## config.mk

```make
export PLATFORM = sky130hd
export DESIGN_NAME = cordic_vectoring_flat
export DESIGN_NICKNAME = d
export VERILOG_FILES = /design/src/rtl/cordic_pkg.sv /design/src/rtl/cordic_vectoring_if.sv /design/src/rtl/cordic_atan_lut.sv /design/src/rtl/cordic_vectoring.sv /design/src/flat_wrapper.sv
export SDC_FILE = /design/constraint.sdc
export NUM_CORES = 1
export LEC_CHECK = 0
export BUFFER_PORTS_ARGS = -buffer_cell sky130_fd_sc_hd__buf_4
export CAP_MARGIN = 40
export CORE_MARGIN = 2
export CORE_UTILIZATION = 57
export DETAILED_ROUTE_END_ITERATION = 8
export HOLD_SLACK_MARGIN = 0.1
export PLACE_DENSITY = 0.78
export SLEW_MARGIN = 40
export SYNTH_ARGS = -nofsm -noshare
export SYNTH_HDL_FRONTEND = slang
export SYNTH_SLANG_ARGS = --single-unit
```

## constraint.sdc

```tcl
create_clock -name clk -period 4.5 [get_ports clk]
set_clock_uncertainty 0.05 [all_clocks]
set_input_delay 0 -clock clk [delete_from_list [all_inputs] [get_ports clk]]
set_output_delay 0 -clock clk [all_outputs]
set_load 0.005 [all_outputs]
```

## src/rtl/cordic_pkg.sv

```systemverilog
// Shared CORDIC constants: arctangent table, default sizes, FSM state encoding.
package cordic_pkg;

   localparam int ITER_DEF = 13;
   localparam int IW_DEF   = 16;
   localparam int IO_W     = 14;
   localparam int MAG_W    = 14;
   localparam int ANG_W    = 16;
   localparam int ATAN_W   = 14;
   localparam int ANG_180  = 18000;
   localparam int MAG_MAX  = 16383;

   typedef enum logic [1:0] {
      ST_IDLE,
      ST_ITER,
      ST_SCALE
   } cordic_state_t;

   // atan(2^-i) in 0.01 degree; entries past the useful precision are zero
   localparam logic [ATAN_W-1:0] ATAN_TAB [16] = '{
      14'd4500, 14'd2657, 14'd1404, 14'd713, 14'd358, 14'd179, 14'd90, 14'd45,
      14'd22,   14'd11,   14'd6,    14'd3,   14'd1,   14'd0,   14'd0,  14'd0
   };

endpackage

```

## src/rtl/cordic_vectoring_if.sv

```systemverilog
// Request/result bundle of the vectoring engine.
interface cordic_vectoring_if;
   import cordic_pkg::*;

   logic                    start;
   logic signed [IO_W-1:0]  x_in;
   logic signed [IO_W-1:0]  y_in;
   logic        [MAG_W-1:0] mag_out;
   logic signed [ANG_W-1:0] ang_out;
   logic                    busy;
   logic                    finish;

   modport master (output start, x_in, y_in, input mag_out, ang_out, busy, finish);
   modport slave  (input start, x_in, y_in, output mag_out, ang_out, busy, finish);

endinterface

```

## src/rtl/cordic_atan_lut.sv

```systemverilog
// Combinational arctangent lookup: iteration index -> atan(2^-i) in 0.01 degree.
module cordic_atan_lut
   import cordic_pkg::*;
(
   input  logic [3:0]        idx,
   output logic [ATAN_W-1:0] angle
);

   // table read
   always_comb angle = ATAN_TAB[idx];

endmodule

```

## src/rtl/cordic_vectoring.sv

```systemverilog
// Iterative CORDIC vectoring: (x,y) -> gain-compensated magnitude and atan2 angle.
module cordic_vectoring
   import cordic_pkg::*;
#(
   parameter int ITER = ITER_DEF,
   parameter int IW   = IW_DEF
)
(
   input logic              clk,
   input logic              rst,
   cordic_vectoring_if.slave bus
);

   localparam logic signed [IW-1:0] ANG_POS = IW'(ANG_180);
   localparam logic signed [IW-1:0] ANG_NEG = -ANG_POS;
   localparam logic signed [IW-1:0] MAG_LIM = IW'(MAG_MAX);

   cordic_state_t           state, state_nx;
   logic [3:0]              cnt;
   logic signed [IW-1:0]    x, y, z;
   logic signed [IW-1:0]    xs, ys, x_ext, y_ext, atan_ext, mag_full;
   logic [ATAN_W-1:0]       atan_val;
   logic [MAG_W-1:0]        mag_sat;
   logic signed [ANG_W-1:0] ang_sat;
   logic                    accept, last_iter, zero_in;

   cordic_atan_lut u_lut (
      .idx   (cnt),
      .angle (atan_val)
   );

   // state register
   always_ff @(posedge clk or posedge rst) begin
      if (rst) state <= ST_IDLE;
      else     state <= state_nx;
   end

   // next-state decode; start only counts in IDLE
   always_comb begin
      state_nx  = state;
      accept    = 1'b0;
      last_iter = (cnt == 4'(ITER - 1));
      case (state)
         ST_IDLE: begin
            if (bus.start) begin
               accept   = 1'b1;
               state_nx = ST_ITER;
            end
         end
         ST_ITER:  if (last_iter) state_nx = ST_SCALE;
         ST_SCALE: state_nx = ST_IDLE;
         default:  state_nx = ST_IDLE;
      endcase
   end

   // operand extension, shifted terms, gain compensation and output saturation
   always_comb begin
      x_ext    = {{(IW-IO_W){bus.x_in[IO_W-1]}}, bus.x_in};
      y_ext    = {{(IW-IO_W){bus.y_in[IO_W-1]}}, bus.y_in};
      xs       = x >>> cnt;
      ys       = y >>> cnt;
      atan_ext = {{(IW-ATAN_W){1'b0}}, atan_val};
      mag_full = (x >>> 1) + (x >>> 3) - (x >>> 6) - (x >>> 9) - (x >>> 12);
      if (mag_full[IW-1])         mag_sat = '0;
      else if (mag_full > MAG_LIM) mag_sat = '1;
      else                         mag_sat = mag_full[MAG_W-1:0];
      if (z > ANG_POS)      ang_sat = ANG_W'(ANG_POS);
      else if (z < ANG_NEG) ang_sat = ANG_W'(ANG_NEG);
      else                  ang_sat = ANG_W'(z);
      // origin has no defined angle; the iterations would still accumulate z
      if (zero_in) begin
         mag_sat = '0;
         ang_sat = '0;
      end
   end

   // datapath: pre-rotate on accept, micro-rotate in ITER, publish in SCALE
   always_ff @(posedge clk or posedge rst) begin
      if (rst) begin
         x           <= '0;
         y           <= '0;
         z           <= '0;
         cnt         <= '0;
         zero_in     <= 1'b0;
         bus.mag_out <= '0;
         bus.ang_out <= '0;
         bus.busy    <= 1'b0;
         bus.finish  <= 1'b0;
      end else begin
         bus.finish <= 1'b0;
         case (state)
            ST_IDLE: begin
               if (accept) begin
                  cnt      <= '0;
                  bus.busy <= 1'b1;
                  zero_in  <= (x_ext == '0) && (y_ext == '0);
                  if (!x_ext[IW-1]) begin
                     x <= x_ext;
                     y <= y_ext;
                     z <= '0;
                  end else begin
                     x <= -x_ext;
                     y <= -y_ext;
                     z <= y_ext[IW-1] ? ANG_NEG : ANG_POS;
                  end
               end
            end
            ST_ITER: begin
               if (!y[IW-1]) begin
                  x <= x + ys;
                  y <= y - xs;
                  z <= z + atan_ext;
               end else begin
                  x <= x - ys;
                  y <= y + xs;
                  z <= z - atan_ext;
               end
               cnt <= cnt + 4'd1;
            end
            ST_SCALE: begin
               bus.mag_out <= mag_sat;
               bus.ang_out <= ang_sat;
               bus.finish  <= 1'b1;
               bus.busy    <= 1'b0;
               cnt         <= '0;
            end
            default: ;
         endcase
      end
   end

endmodule

```

## src/flat_wrapper.sv

```systemverilog
// flat-port wrapper written by rule: the top's interface ports become plain ports
module cordic_vectoring_flat import cordic_pkg::*;
#(
   parameter int ITER = ITER_DEF,
   parameter int IW   = IW_DEF
)
  (clk, rst, bus_start, bus_x_in, bus_y_in, bus_mag_out, bus_ang_out, bus_busy, bus_finish);
  cordic_vectoring_if bus_i ();
  input logic clk;
  input logic rst;
  input wire logic [$bits(bus_i.start)-1:0] bus_start;
  input wire logic [$bits(bus_i.x_in)-1:0] bus_x_in;
  input wire logic [$bits(bus_i.y_in)-1:0] bus_y_in;
  output wire logic [$bits(bus_i.mag_out)-1:0] bus_mag_out;
  output wire logic [$bits(bus_i.ang_out)-1:0] bus_ang_out;
  output wire logic [$bits(bus_i.busy)-1:0] bus_busy;
  output wire logic [$bits(bus_i.finish)-1:0] bus_finish;
  assign bus_i.start = bus_start;
  assign bus_i.x_in = bus_x_in;
  assign bus_i.y_in = bus_y_in;
  assign bus_mag_out = bus_i.mag_out;
  assign bus_ang_out = bus_i.ang_out;
  assign bus_busy = bus_i.busy;
  assign bus_finish = bus_i.finish;
  cordic_vectoring #(.ITER(ITER), .IW(IW)) u_core (.clk(clk), .rst(rst), .bus(bus_i));
endmodule
```

## After elaboration in Yosys (flattened, before gate mapping)

Memory sizes are Yosys's and may differ from the RTL's.
Cells that the tools add are included.

- Register bits after elaboration: 87
- Word-level logic and storage cells: 80
- Memory bits (read-only): 224
- Input port bits: 31
- Memories kept: 1

Memories:

| memory | depth | bits a word | read ports | clocked after Yosys merged registers in | write ports | line | source |
|---|---|---|---|---|---|---|---|
| (name not given) | 16 | 14 | 1 | 0 | 0 | cordic_atan_lut.sv:10 | `always_comb angle = ATAN_TAB[idx];` |

- Add/subtract/negate cells: 13
- Shift-type cells: 2
- Equal/unequal tests: 6
- Multiplexer cells: 31
- $lt $le $gt $ge: 4
- Reductions and logical operators: 12
- Bitwise logic cells: 1

Operators with widths:

| cell | count |
|---|---|
| 16-bit two-way mux | 13 |
| 16-bit case mux with 2 select lines | 3 |
| 14-bit two-way mux | 5 |
| 16-bit adder | 2 |
| 16-bit logical NOT | 2 |
| 14-bit negator with 16-bit output | 2 |
| 16-bit by 4-bit >>> shifter with 16-bit output | 2 |
| 16-bit subtractor | 2 |
| 15-bit by 13-bit adder with 16-bit output | 1 |
| 16-bit by 15-bit adder with 16-bit output | 1 |
| 16-bit by 15-bit > comparator with 1-bit output, second input constant | 1 |
| 16-bit > comparator, second input constant | 1 |
| 16-bit less-than comparator, second input constant | 1 |
| 16-bit by 10-bit subtractor with 16-bit output | 1 |
| 16-bit by 15-bit subtractor with 16-bit output | 1 |
| 16-bit by 4-bit subtractor with 16-bit output | 1 |
| 16-bit by 7-bit subtractor with 16-bit output | 1 |
| 4-bit case mux with 3 select lines | 1 |
| 2-bit AND reduction | 5 |
| 5-bit >= comparator, second input constant | 1 |
| 4-bit NOT with 5-bit output | 1 |
| 4-bit by 1-bit adder with 4-bit output, second input constant | 1 |
| 4-bit equality test, second input constant | 1 |
| 1-bit two-way mux | 4 |
| other kinds (12) | 15 |

## Longest topological paths before layout

Gate-level depths: netlist of run 1.

- Word-level depth: 8
- Gate-level depth with buffers: 22
- Gate-level depth less buffers: 18

## Hierarchy

Synthesis of run 1 repeated with hierarchy kept, for this count alone.

- Cells, all modules: 1,254
- Area, all modules: 10,498.8 sq um

By module, submodules not included:

| module | sequential area each (sq um) | instances | cells an instance | area an instance (sq um) |
|---|---|---|---|---|
| cordic_vectoring | 2,177.1 | 1 | 1,216 | 10,218.6 |
| cordic_atan_lut | 0.0 | 1 | 38 | 280.3 |

## Worst setup path after synthesis of run 1

No wires, ideal clock.

- Kind: register to register
- From: reg u_core.x[15]
- To: reg u_core.bus.mag_out[2]
- Period minus slack after synthesis: 4.790 ns
- Arrival time: 4.658 ns
- Required time: 4.367 ns
- Cell stages (with the launch flop): 17
- Path slack: -0.290 ns
- Cell sequence: dfrtp_1 -> clkbuf_1 -> inv_1 -> fa_1 -> fa_1 -> inv_1 -> fa_1 -> inv_1 -> ha_1 -> and2_1 -> a2111oi_0 -> o211a_1 -> nor3_1 -> a311oi_1 -> clkbuf_1 -> nor2_1 -> o21ai_0

- Cells in the longest elaborated chain, start to end: 8

RTL lines:

| item | line | source |
|---|---|---|
| start, declared | cordic_vectoring.sv:20 | `logic signed [IW-1:0] x, y, z;` |
| start signal, assigned | cordic_vectoring.sv:98 | `x <= x_ext;` |
| start signal, assigned | cordic_vectoring.sv:102 | `x <= -x_ext;` |
| start signal, assigned | cordic_vectoring.sv:110 | `x <= x + ys;` |
| 15-bit by 13-bit adder with 16-bit output | cordic_vectoring.sv:63 | `mag_full = (x >>> 1) + (x >>> 3) - (x >>> 6) - (x >>> 9) - (x >>> 12);` |
| 16-bit by 10-bit subtractor with 16-bit output | cordic_vectoring.sv:63 |  |
| 16-bit by 7-bit subtractor with 16-bit output | cordic_vectoring.sv:63 |  |
| 16-bit by 4-bit subtractor with 16-bit output (*) | cordic_vectoring.sv:63 |  |
| 16-bit by 15-bit > comparator with 1-bit output | cordic_vectoring.sv:65 | `else if (mag_full > MAG_LIM) mag_sat = '1;` |
| 14-bit two-way mux | cordic_vectoring.sv:65 |  |
| 14-bit two-way mux (*) | cordic_vectoring.sv:64 | `if (mag_full[IW-1]) mag_sat = '0;` |
| 14-bit two-way mux (*) | cordic_vectoring.sv:71 | `if (zero_in) begin` |
| end signal, assigned | cordic_vectoring.sv:121 | `bus.mag_out <= mag_sat;` |
| end, declared | cordic_vectoring_if.sv:14 | `modport slave (input start, x_in, y_in, output mag_out, ang_out, busy, finish);` |

Mark *: on every way between the ends. The rest lies on a longest branch, timed or not.
A chain may end at the register's enable or synchronous reset.

## Worst setup path in the final report of run 1

- From: reg u_core.cnt[0]
- To: reg u_core.y[15]

- Cells in the longest elaborated chain, start to end: 4
- Elaborated cells between the ends (all ways): 5
- Those cells by class: add/sub (2); shift (1); mux (2)

RTL lines:

| item | line | source |
|---|---|---|
| start, declared | cordic_vectoring.sv:19 | `logic [3:0] cnt;` |
| start signal, assigned | cordic_vectoring.sv:118 | `cnt <= cnt + 4'd1;` |
| 16-bit by 4-bit >>> shifter with 16-bit output (*) | cordic_vectoring.sv:60 | `xs = x >>> cnt;` |
| 16-bit subtractor / 16-bit adder (equally long branches) | cordic_vectoring.sv:111, cordic_vectoring.sv:115 |  |
| 16-bit two-way mux (*) | cordic_vectoring.sv:109 | `if (!y[IW-1]) begin` |
| 16-bit case mux with 2 select lines (*) | cordic_vectoring.sv:91 | `case (state)` |
| end signal, assigned | cordic_vectoring.sv:99 | `y <= y_ext;` |
| end signal, assigned | cordic_vectoring.sv:111 | `y <= y - xs;` |
| end signal, assigned | cordic_vectoring.sv:115 | `y <= y + xs;` |
| end, declared | cordic_vectoring.sv:20 |  |

Marked as above.

==> flow_metrics.py, run 1 <==
metrics = {
    "sta": {
        "rsz0062_at_grt": "true",
        "drv_slew": 0,
        "finalSetupTns_ps": 0,
        "timing.hold.ws_ps": 113,
        "hold_violations": 0,
        "report.final.setup_viol": 0,
        "tightest_slew_ps": 831,
        "fmax_ghz": 0.223,
        "max_slew_margin": 0.445,
        "post-route-period-util": 0.999,
        "fin_crit_ps": 4490,
    },
    "global_routing": {
        "antenna_found_initial": 0,
        "grt_max_degree": 49,
        "grt_pass1_vias": 9998,
        "grt_overflow_total": 0,
        "grt_pass1_wl_um": 50300,
        "groute.usage.overall": 0.319,
    },
    "cells_and_area": {
        "fillers": 1343,
        "area_delta_synth_final_pct": 25.0,
        "diodes": 0,
        "seqCellArea_um2": 2190,
        "drive_above_1_share": 0.241,
        "utilization": 0.726,
        "nets": 1583,
        "multiInputGateArea_um2": 7900,
    },
    "logic_synthesis": {
        "yosysUniqueCellTypes": 77,
        "syn_nets": 1393,
        "synth_area_um2": 10400,
        "seq_area_frac_synth": 0.209,
        "async_reset_ff_frac": 1.00,
        "yosysTopAreaCell": "dfrtp_1",
        "yosysWarningCount": 0,
        "synth-seq-cells": 87,
        "syn_inst": 1252,
        "synth_flop_cell": "dfrtp_1",
        "synth_edf_count": 0,
        "yosysTopAreaCellShare": 0.209,
        "synthTopCellsByArea": "dfrtp_1 (21%), ha_1 (9.6%), mux4_2 (6.7%), fa_1 (5.8%), o21ai_0 (5.0%)",
        "synthTopCellsByCount": "nand2_1 (129), inv_1 (104), o21ai_0 (103)",
        "synth.avg_cell_area_um2": 8.30,
        "yosys.cell_count.top_type": "nand2_1",
    },
    "drt": {
        "drc": 0,
        "vias_per_cell": 6.26,
        "drt_wl_total_um": 32100,
        "wl_per_cell_um": 19.2,
        "drt_iter0_markers": 888,
        "first_pass_iters": 5,
        "vias": 10500,
        "postRouteAntennaNets": 0,
    },
    "cts": {
        "cts_buffers": 9,
        "worst_skew_pair.late_latency_ps": 350,
        "cts-root-buf": "clkbuf_16",
        "clock_sink_count": 87,
        "cts.path.max_buffers": 2,
        "cts_max_level": 3,
        "cts_tree": "done",
        "path_clk_slew_ps": 70,
    },
    "worst_setup_path": {
        "worstSetupStartpointType": "flop",
        "cp_max_fo": 4,
        "end_kind": "flop",
        "worst_ep_required_time_ps": 4730,
        "worstSetupPathType": "flop to flop",
        "crit_arrival_ps": 4730,
    },
    "place": {
        "port_buffers": 62,
        "gp_congestion": 1.02,
        "dp_hpwl_um": 23900,
    },
    "min_path": {
        "hold_path_class": "primary input to flop",
    },
    "outcome": {
        "status": "completed",
    },
    "flow_run": {
        "maxCapViolCount": 0,
    },
    "die": {
        "row_count": 49,
        "chipWidth_um": 139,
        "die_y_um": 139,
        "die_area_um2": 19300,
        "coreArea_um2": 17900,
        "ioPinCount": 63,
        "start_util": 0.581,
    },
}
==> final timing paths <==
check	startpoint	cells after the start	to	slack [ps]
max in group asynchronous	rst	4	u_core.cnt[0]$_DFFE_PP0P_	3270
max	u_core.cnt[0]$_DFFE_PP0P_	17	u_core.y[15]$_DFFE_PP0P_	6
max reg2reg	u_core.cnt[0]$_DFFE_PP0P_	17	u_core.y[15]$_DFFE_PP0P_	6
min in group asynchronous	rst	3	u_core.bus.ang_out[11]$_DFFE_PP0P_	160
min reg2reg	u_core.bus.mag_out[7]$_DFFE_PP0P_	2	u_core.bus.mag_out[7]$_DFFE_PP0P_	430
min	bus_y_in[1]	5	u_core.y[1]$_DFFE_PP0P_	110
==> metrics by stage <==
| step | std cells | area, um2 | worst slack, ps |
|---|---|---|---|
| after CTS | 1659 | 12600 | 4.54 |
| after detailed placement | 1619 | 12000 | -65.6 |
| final | 1675 | 13000 | 5.78 |
| after global placement | 1619 | 12000 | 32.9 |
| after global routing | 1675 | 13000 | -199 |
| after floorplan | 1252 | 10400 | 11.3 |
==> flip-flops by register name, indices dropped and copies added (netlist names) <==
name,count
u_core.bus.ang_out,16
u_core.x,16
u_core.y,16
u_core.z,16
u_core.bus.mag_out,14
u_core.cnt,4
u_core.state,2
u_core.bus.busy,1
u_core.bus.finish,1
u_core.zero_in,1
==> cell type report <==
type                            instances  area share
Inverter                              106      0.0312
Sequential cell                        87       0.168
Timing Repair Buffer                  238       0.148
Clock inverter                          5     0.00433
Clock buffer                           10      0.0184
Tap cell                              229      0.0220
Multi-Input combinational cell       1000       0.608
==> cells in the final DEF, fill, tap and decap left out, types with 7 or more instances in the layout <==
cell type,Yosys,final
o21ai_1,1,9
inv_1,104,99
a31oi_1,8,8
o21a_1,13,12
o31ai_1,17,13
ha_1,80,75
xnor2_1,45,44
a22oi_1,7,7
dfrtp_2,0,7
nand2b_1,12,12
fa_1,30,28
mux4_2,31,32
dfrtp_1,87,80
or3_1,12,9
nand3_1,30,30
a22o_1,11,11
nor2_1,102,100
and3_1,8,8
o31a_1,7,7
o21ai_0,103,92
dlygate4sd3_1,0,25
a21o_1,10,10
or4_1,7,7
xor2_1,48,48
a21oi_1,71,67
or2_2,8,8
buf_4,0,204
nor2b_1,13,11
o22ai_1,10,9
nand2_1,129,128
clkbuf_16,0,9
nor3_1,27,23
o21bai_1,7,7
mux2i_1,11,10
o211ai_1,25,25
a211oi_1,20,17
==> what timing repair did <==
action	CTS	global route
hold buffers	25	0
pin swaps	0	22
setup endpoints to repair	18	28
setup buffers	0	15
gates cloned	0	1
endpoints found under the hold margin	75	0
resized for setup	9	82
==> cells by family after synthesis <==
kind of cell,count (synthesis),share of synthesized area
AND/OR/NAND/NOR,377,0.172
AO/OA/AOI/OAI,370,0.234
buffers and inverters,165,0.0623
adder cells (fa/ha/maj),110,0.154
XOR/XNOR,94,0.0805
flip-flops,87,0.209
multiplexers,49,0.0868
==> worst max-delay path, stage by stage, from the launching register on <==
cell and delay (ps):
dfrtp_2 400, buf_4 130, mux4_2 530, mux4_2 470
or3_4 370, nor3b_4 230, buf_6 130, and3_1 170
nor2_1 50, xnor2_1 130, ha_1 320, and4_1 180
and3_1 180, o2111ai_1 190, nand3_1 160, o41ai_2 340
xnor3_1 270, o21ai_2 110
==> metal layers <==
layer	vias up	wire length, um	global-route usage
met5	-	0	0
met4	0	1450	0.123
met3	101	2480	0.0532
met2	474	15500	0.543
met1	5009	12700	0.407
li1	4903	-	-
Power of run 1 is left out: the tool's default activity adds up to more than one toggle a clock period on the data nets, which glitch-free logic cannot reach.
==> run 2: changes to the inputs <==
- CORE_UTILIZATION: 57 -> 58
- CTS_BUF_LIST: default -> sky130_fd_sc_hd__clkbuf_8
- PLACE_DENSITY: 0.78 -> 0.8
==> flow_metrics.py, run 2 (same netlist as run 1, synthesis figures left out) <==
metrics = {
    "outcome": {
        "status": "complete, but fails checks",
        "violations": "setup timing",
    },
    "drt": {
        "postRouteAntennaNets": 0,
        "vias_per_cell": 6.30,
        "drc": 0,
        "first_pass_iters": 7,
        "drt_iter0_markers": 864,
        "drt_wl_total_um": 33200,
        "vias": 10700,
        "wl_per_cell_um": 19.6,
    },
    "global_routing": {
        "use_met3": 0.0614,
        "grt_use_met1": 0.430,
        "grt_max_degree": 54,
        "grt_overflow_total": 0,
        "grt_pass1_wl_um": 51500,
        "top_usage_layer": "met2",
        "groute.usage.overall": 0.349,
        "met2_usage": 0.591,
        "grt_pass1_vias": 10300,
        "antenna_found_initial": 1,
    },
    "min_path": {
        "hold_path_class": "primary input to flop",
        "min_path_cells": 5,
    },
    "die": {
        "die_area_um2": 19000,
        "coreArea_um2": 17400,
        "die_y_um": 138,
        "ioPinCount": 63,
        "row_count": 48,
        "chipWidth_um": 138,
        "start_util": 0.597,
    },
    "sta": {
        "hold_violations": 0,
        "fmax_ghz": 0.217,
        "drv_slew": 0,
        "fin_crit_ps": 4620,
        "report.final.setup_viol": 3,
        "post-route-period-util": 1.03,
        "timing.hold.ws_ps": 126,
        "tightest_slew_ps": 722,
        "rsz0062_at_grt": "true",
        "fin_ws_ps": -115,
        "max_slew_margin": 0.514,
    },
    "place": {
        "port_buffers": 62,
        "dp_hpwl_um": 24200,
        "dp_slack_ps": -215,
        "gp_congestion": 1.00,
        "dp_cells": 1621,
    },
    "cells_and_area": {
        "final_cell_mix": "buf_4 (214), nand2_1 (128), nor2_1 (102)",
        "drive_above_1_share": 0.249,
        "final_cells": 1693,
        "final_common_cell": "buf_4",
        "fillers": 1271,
        "diodes": 0,
        "area_delta_synth_final_pct": 26.5,
        "nets": 1605,
    },
    "worst_setup_path": {
        "path_buf_inv": 3,
        "critPathTopFamily": "simple AND/OR/NAND/NOR gates",
        "crit_chain": "buf_4, mux4_2, mux4_2, or3_4, nor3b_4, buf_4, and3_1, or3_1, a31oi_1, ha_1, buf_6, a21oi_2, nand2_1, o2111ai_2, nand3_2, o41ai_2, xnor3_1, o21ai_1",
        "worstSetupStartpointType": "flop",
        "end_kind": "flop",
        "slowest_delay_ps": 530,
        "crit_slowest_cell": "mux4_2",
        "worst_ep_required_time_ps": 4760,
        "worstSetupPathType": "flop to flop",
        "crit_cells": 18,
        "crit_arrival_ps": 4880,
        "cp_max_fo": 5,
        "reg2regPathDepth": 18,
    },
    "cts": {
        "worst_skew_pair.late_latency_ps": 390,
        "cts_tree": "done",
        "path_clk_slew_ps": 100,
        "cts-root-buf": "clkbuf_8",
        "cts_max_level": 3,
        "clock_sink_count": 87,
        "cts.path.max_buffers": 2,
        "cts_buffers": 9,
    },
    "flow_run": {
        "maxCapViolCount": 0,
    },
}
run 2: stage by stage:
stage                     utilization  cell area (um2)  TNS [ps]
final                           0.755            13100      -162
after detailed placement        0.692            12100     -2870
after floorplan                     -            10400         0
after CTS                       0.728            12700     -73.5
after global routing            0.755            13100     -1800
after global placement          0.691            12000     -1110
run 2: final timing paths:
path | start | end | slack [ps]
hold reg to reg | u_core.bus.mag_out[13]$_DFFE_PP0P_ | u_core.bus.mag_out[13]$_DFFE_PP0P_ | 430
hold / removal | bus_x_in[13] | u_core.x[1]$_DFFE_PP0P_ | 130
setup reg to reg | u_core.cnt[0]$_DFFE_PP0P_ | u_core.y[15]$_DFFE_PP0P_ | -120
setup / recovery | u_core.cnt[0]$_DFFE_PP0P_ | u_core.y[15]$_DFFE_PP0P_ | -120
min in group asynchronous | rst | u_core.bus.ang_out[11]$_DFFE_PP0P_ | 150
max in group asynchronous | rst | u_core.cnt[1]$_DFFE_PP0P_ | 3320
run 2: per-layer routing:
metal,part of all wire,up-vias
li1,-,4955
met1,0.39,5097
met2,0.48,489
met3,0.076,129
met4,0.051,0
met5,0,-
run 2: final cells by class:
class / count / area, um2 / share of cell area
multi-input combinational: 1000 / 7920 / 0.602
sequential: 87 / 2190 / 0.166
timing repair buffer: 260 / 2140 / 0.163
inverter: 106 / 405 / 0.0308
tap: 225 / 282 / 0.0214
clock buffer: 9 / 124 / 0.00942
clock inverter: 6 / 92.6 / 0.00704
run 2: timing repair:
action,in CTS,in global routing
setup endpoints to repair,21,31
buffers inserted,3,21
pin swaps,0,35
hold buffers,32,0
hold endpoints to repair,87,0
gates cloned,1,1
gates resized for setup,24,70
run 2: tightest hold or removal path, stage by stage:
cell,delay (ps)
buf_4,220
nand2_1,90
o211ai_1,70
o21ai_0,70
o21ai_0,70
Power of run 2 is left out for the same reason.
